--- src/rtl/seg_display.sv ---
// Six-digit multiplexed common-anode hex display fed by the stopwatch counter.
// Optional leading-zero suppression is enabled with `define SEG_DISPLAY_ZERO_BLANK_EN.
module seg_display #(
  parameter logic [15:0] ScanDiv = 16'd50000
) (
  input  logic        clock,
  input  logic        reset,
  input  logic [11:0] inst,
  input  logic        inst_en,
  input  logic [23:0] counter,
  output logic [7:0]  seg,
  output logic [5:0]  an,
  output logic        frozen
);

  localparam logic [3:0] OP_LDC = 4'h1;
  localparam logic [3:0] OP_FRZ = 4'h2;
  localparam logic [3:0] OP_RUN = 4'h3;
  localparam logic [3:0] OP_BLK = 4'h4;

  typedef enum logic {
    RUN    = 1'b0,
    FROZEN = 1'b1
  } mode_t;

  mode_t       mode;
  mode_t       mode_next;
  logic [23:0] value;
  logic [5:0]  blank;
  logic [15:0] presc;
  logic [2:0]  digit;
  logic [3:0]  opcode;
  logic        ldc_cmd;
  logic        blk_cmd;
  logic [3:0]  nib;
  logic [5:0]  sel;
  logic        hide;
  logic        hi_zero;
  logic [7:0]  seg_next;
  logic [5:0]  an_next;

  function automatic logic [7:0] decode(input logic [3:0] n);
    logic [7:0] s;
    case (n)
      4'h0:    s = 8'hC0;
      4'h1:    s = 8'hF9;
      4'h2:    s = 8'hA4;
      4'h3:    s = 8'hB0;
      4'h4:    s = 8'h99;
      4'h5:    s = 8'h92;
      4'h6:    s = 8'h82;
      4'h7:    s = 8'hF8;
      4'h8:    s = 8'h80;
      4'h9:    s = 8'h90;
      4'hA:    s = 8'h88;
      4'hB:    s = 8'h83;
      4'hC:    s = 8'hC6;
      4'hD:    s = 8'hA1;
      4'hE:    s = 8'h86;
      4'hF:    s = 8'h8E;
      default: s = 8'hFF;
    endcase
    return s;
  endfunction

  assign opcode  = inst[11:8];
  assign ldc_cmd = inst_en && (opcode == OP_LDC);
  assign blk_cmd = inst_en && (opcode == OP_BLK);

  // Mode next-state from FRZ/RUN commands
  always_comb begin
    mode_next = mode;
    if (inst_en) begin
      case (opcode)
        OP_FRZ:  mode_next = FROZEN;
        OP_RUN:  mode_next = RUN;
        default: mode_next = mode;
      endcase
    end else begin
      mode_next = mode;
    end
  end

  // Mode, value, blank mask and scan position state
  always_ff @(posedge clock) begin
    if (!reset) begin
      mode   <= RUN;
      frozen <= 1'b0;
      value  <= 24'h000000;
      blank  <= 6'h00;
      presc  <= 16'h0000;
      digit  <= 3'd0;
    end else begin
      mode   <= mode_next;
      frozen <= (mode_next == FROZEN);
      if ((mode == RUN) || ldc_cmd) begin
        value <= counter;
      end
      if (blk_cmd) begin
        blank <= inst[5:0];
      end
      if (presc == (ScanDiv - 16'd1)) begin
        presc <= 16'h0000;
        digit <= (digit == 3'd5) ? 3'd0 : (digit + 3'd1);
      end else begin
        presc <= presc + 16'd1;
      end
    end
  end

  // Select the active nibble and anode, and decide whether the slot is hidden
  always_comb begin
    nib     = 4'h0;
    sel     = 6'b000000;
    hi_zero = 1'b0;
    case (digit)
      3'd0: begin nib = value[3:0];   sel = 6'b000001; hi_zero = 1'b0;                   end
      3'd1: begin nib = value[7:4];   sel = 6'b000010; hi_zero = (value[23:4]  == 20'h0); end
      3'd2: begin nib = value[11:8];  sel = 6'b000100; hi_zero = (value[23:8]  == 16'h0); end
      3'd3: begin nib = value[15:12]; sel = 6'b001000; hi_zero = (value[23:12] == 12'h0); end
      3'd4: begin nib = value[19:16]; sel = 6'b010000; hi_zero = (value[23:16] == 8'h0);  end
      3'd5: begin nib = value[23:20]; sel = 6'b100000; hi_zero = (value[23:20] == 4'h0);  end
      default: begin nib = 4'h0; sel = 6'b000000; hi_zero = 1'b0; end
    endcase
`ifdef SEG_DISPLAY_ZERO_BLANK_EN
    hide = ((blank & sel) != 6'h00) || hi_zero;
`else
    hide = ((blank & sel) != 6'h00);
`endif
    if (hide) begin
      an_next  = 6'h3F;
      seg_next = 8'hFF;
    end else begin
      an_next  = ~sel;
      seg_next = decode(nib);
    end
  end

  // Registered display drive
  always_ff @(posedge clock) begin
    if (!reset) begin
      seg <= 8'hFF;
      an  <= 6'h3F;
    end else begin
      seg <= seg_next;
      an  <= an_next;
    end
  end

endmodule

--- config.mk ---
export PLATFORM = sky130hd
export DESIGN_NAME = seg_display
export DESIGN_NICKNAME = d
export VERILOG_FILES = /design/src/rtl/seg_display.sv
export SDC_FILE = /design/constraint.sdc
export NUM_CORES = 1
export LEC_CHECK = 0
export ABC_AREA = 1
export BUFFER_PORTS_ARGS = -buffer_cell sky130_fd_sc_hd__buf_4
export CAP_MARGIN = 20
export CORE_MARGIN = 2
export CORE_UTILIZATION = 46
export CTS_CLUSTER_SIZE = 40
export DETAILED_ROUTE_END_ITERATION = 8
export MAX_ROUTING_LAYER = met4
export PLACE_DENSITY = 0.7
export SLEW_MARGIN = 10
export SYNTH_ARGS = -nofsm -noshare
export SYNTH_HDL_FRONTEND = slang
export SYNTH_SLANG_ARGS = --single-unit
--- constraint.sdc ---
create_clock -name clock -period 1.87 [get_ports clock]
set_input_delay 0.374 -clock clock [delete_from_list [all_inputs] [get_ports clock]]
set_output_delay 0.374 -clock clock [all_outputs]
set_load 0.01 [all_outputs]
==> impl_metrics.yaml <==
routing:
  drt_iter0_markers: 44
  drt_pass1_iterations: 4
  wl_met1_um: 2980
  drtAntennaViolNets: 0
  num_vias: 2708
  met3_length_um: 304
  post_drt_wl_per_cell_um: 11.5
  route.met2.wl_um: 2950
  wl_um: 6430
  vias_per_cell: 4.85
  highest-signal-layer: "met4"
  drc: 0
power_and_ir_drop:
  peakVddDrop_v: 0.000470
  leakage_nw: 1.66
  power.density_nw_per_um2: 785
synth:
  ys_seq_elements: 63
  synth_top_area_share_pct: 41.4
  yosys_warnings: 0
  synth_cells: 412
  synth.area.top_cells: "dfxtp_1, nor2_1, nand2_1, o21ai_0, nand3_1"
  synth_largest_area_cell: "dfxtp_1"
  syn-num-nets: 458
  synth.distinct_cells: 42
  syn_area_um2: 3050
  ys_seq_area_share_pct: 41.4
  post_synth.cell_area_avg_um2: 7.39
floorplanning:
  fp.dieW_um: 85.4
  pin_count: 54
  core.rowCount: 29
  fp.dieH_um: 85.4
  start_util_pct: 47.7
  coreArea_um2: 6390
  dieArea_um2: 7290
clock_network:
  clk_pin_slew_ns: 0.07
  cts_root_buf: "clkbuf_8"
  cts_made_buffers: 9
  clock_latency_ns: 0.34
  cts.path.max_buffers: 2
  postCtsHoldBufs: 0
  clock-sinks: 63
  cts_tree: "yes"
  htreeDepth: 3
sta:
  max_slew_margin_pct: 50.7
  setup_viol: 0
  setup_tns_ns: 0
  rsz0062_at_grt: "true"
  timing.final.crit_share_pct: 93.4
  clock_skew_ns: 0.00882
  hold_viol: 0
  max_freq_mhz: 573
  worst_pin_slew_ns: 0.738
  setup_ws_ns: 0.124
  fin_crit_ns: 1.75
  slew_viol_final: 0
final_layout:
  diodes: 0
  syn_to_final_growth_pct: 23.7
  nets: 522
  final_cell_mix: "nor2_1, buf_4, nand2_1"
  layout_commonest_cell: "nor2_1"
  final_cells: 558
  num-fill-cells: 615
  drive_gt1_share_pct: 27.2
place:
  dp_cells: 540
  io_buffers: 50
  dp_hpwl_um: 4730
  place_ws_ns: 0.0812
  gp_congestion: 0.884
worst_setup_path:
  critical_path_arrival_ns: 1.98
  end_kind: "register"
  critPathLaunchType: "register"
  cp.required_ns: 2.10
  worst-setup-path-type: "register to register"
  worst_r2r_path_depth: 13
  path_max_fanout: 4
global_route:
  grt_max_degree: 37
  grt_pass1_vias: 2563
  antenna_found_initial: 0
  grt_pass1_wl_um: 10900
  gr-usage-all-layers_pct: 19.3
  gr-total-overflow: 0
worst_hold_path:
  hold_path_class: "input port to register"
  holdPathStages: 3
run_status:
  outcome: "finished, final reports clean"
flow_run:
  max_cap_viol_count: 0
## through the flow
stage / util (%) / power [mW] / instance area [µm²] / hold WS, ns
2_1_floorplan: - / 1.64 / 3050 / 0.417
3_3_place_gp: 55.1 / 1.75 / 3520 / 0.430
3_5_place_dp: 55.1 / 1.76 / 3520 / 0.445
4_1_cts: 58.4 / 2.97 / 3730 / 0.243
5_1_grt: 59.0 / 3.09 / 3770 / 0.251
6_report: 59.0 / 2.96 / 3770 / 0.254
## final cells by class
class	instances	area (µm²)	share of cell area, %
tap	77	96.3	2.56
inverter	46	175	4.65
multi-input combinational	285	1490	39.5
clock buffer	13	169	4.49
clock inverter	3	40.0	1.06
timing repair buffer	71	533	14.2
sequential	63	1260	33.6
## synthesized netlist by cell type (all sizes together)
cell type	instances
dfxtp	63
conb	1
xnor2	1
clkbuf	5
nor2	81
nand2	72
xor2	1
nand4	8
a21oi	20
inv	46
nor3	8
buf	13
or2	2
nor4	1
a21boi	1
nand3	37
o21ai	41
nand3b	1
nor3b	2
ha	7
a31oi	1
## cell families (layout without fill, tap and decap cells)
kind of cell | after synthesis | in the layout | synth area share, %
AND/OR/NAND/NOR | 212 | 212 | 33.2
buffers and inverters | 64 | 133 | 10.5
AO/OA/AOI/OAI | 63 | 63 | 11.3
flip-flops | 63 | 63 | 41.4
adder cells (fa/ha/maj) | 7 | 7 | 2.88
XOR/XNOR | 2 | 2 | 0.575
other | 1 | 1 | 0.123
## routing by layer
| metal | vias to the layer above | global-route usage (%) |
|---|---|---|
| met2 | 73 | 29.8 |
| met5 | - | - |
| met1 | 1172 | 23.3 |
| met4 | 0 | 11.1 |
| li1 | 1446 | - |
| met3 | 17 | 3.89 |
## sequential cells by signal, indices dropped and copies added, names as in the netlist
register  cells
presc        16
mode          1
seg           7
value        24
an            6
digit         3
blank         6
## critical path, stage by stage (launching register included)
cell,delay (ns)
dfxtp_2,0.34
nand2_1,0.06
inv_1,0.04
ha_2,0.19
nand2_1,0.09
nand2_2,0.07
nor3_4,0.21
inv_2,0.10
ha_4,0.27
inv_1,0.04
nand2_2,0.05
nor2_1,0.04
nor2_1,0.09
nand2_1,0.05
## what timing repair did
| item | in CTS | in global routing |
|---|---|---|
| setup buffers | 0 | 2 |
| resized for setup | 0 | 12 |
| setup endpoints to repair | 0 | 8 |
## where the power goes
part | switching [mW] | internal, mW | total (mW)
combinational | 0.156 | 0.145 | 0.301
clock | 0.506 | 0.721 | 1.23
sequential | 0.0266 | 1.40 | 1.43
## final timing paths
path	startpoint	slack, ns	to
setup / recovery	digit[0]$_SDFFE_PN0P_	0.12	seg[1]$_SDFF_PP1_
hold / removal	inst[1]	0.25	blank[1]$_SDFFE_PN0P_
setup reg to reg	digit[0]$_SDFFE_PN0P_	0.12	seg[1]$_SDFF_PP1_
hold reg to reg	presc[0]$_SDFF_PP0_	0.46	presc[0]$_SDFF_PP0_
No activity file was read; power rests on OpenSTA's default activity.
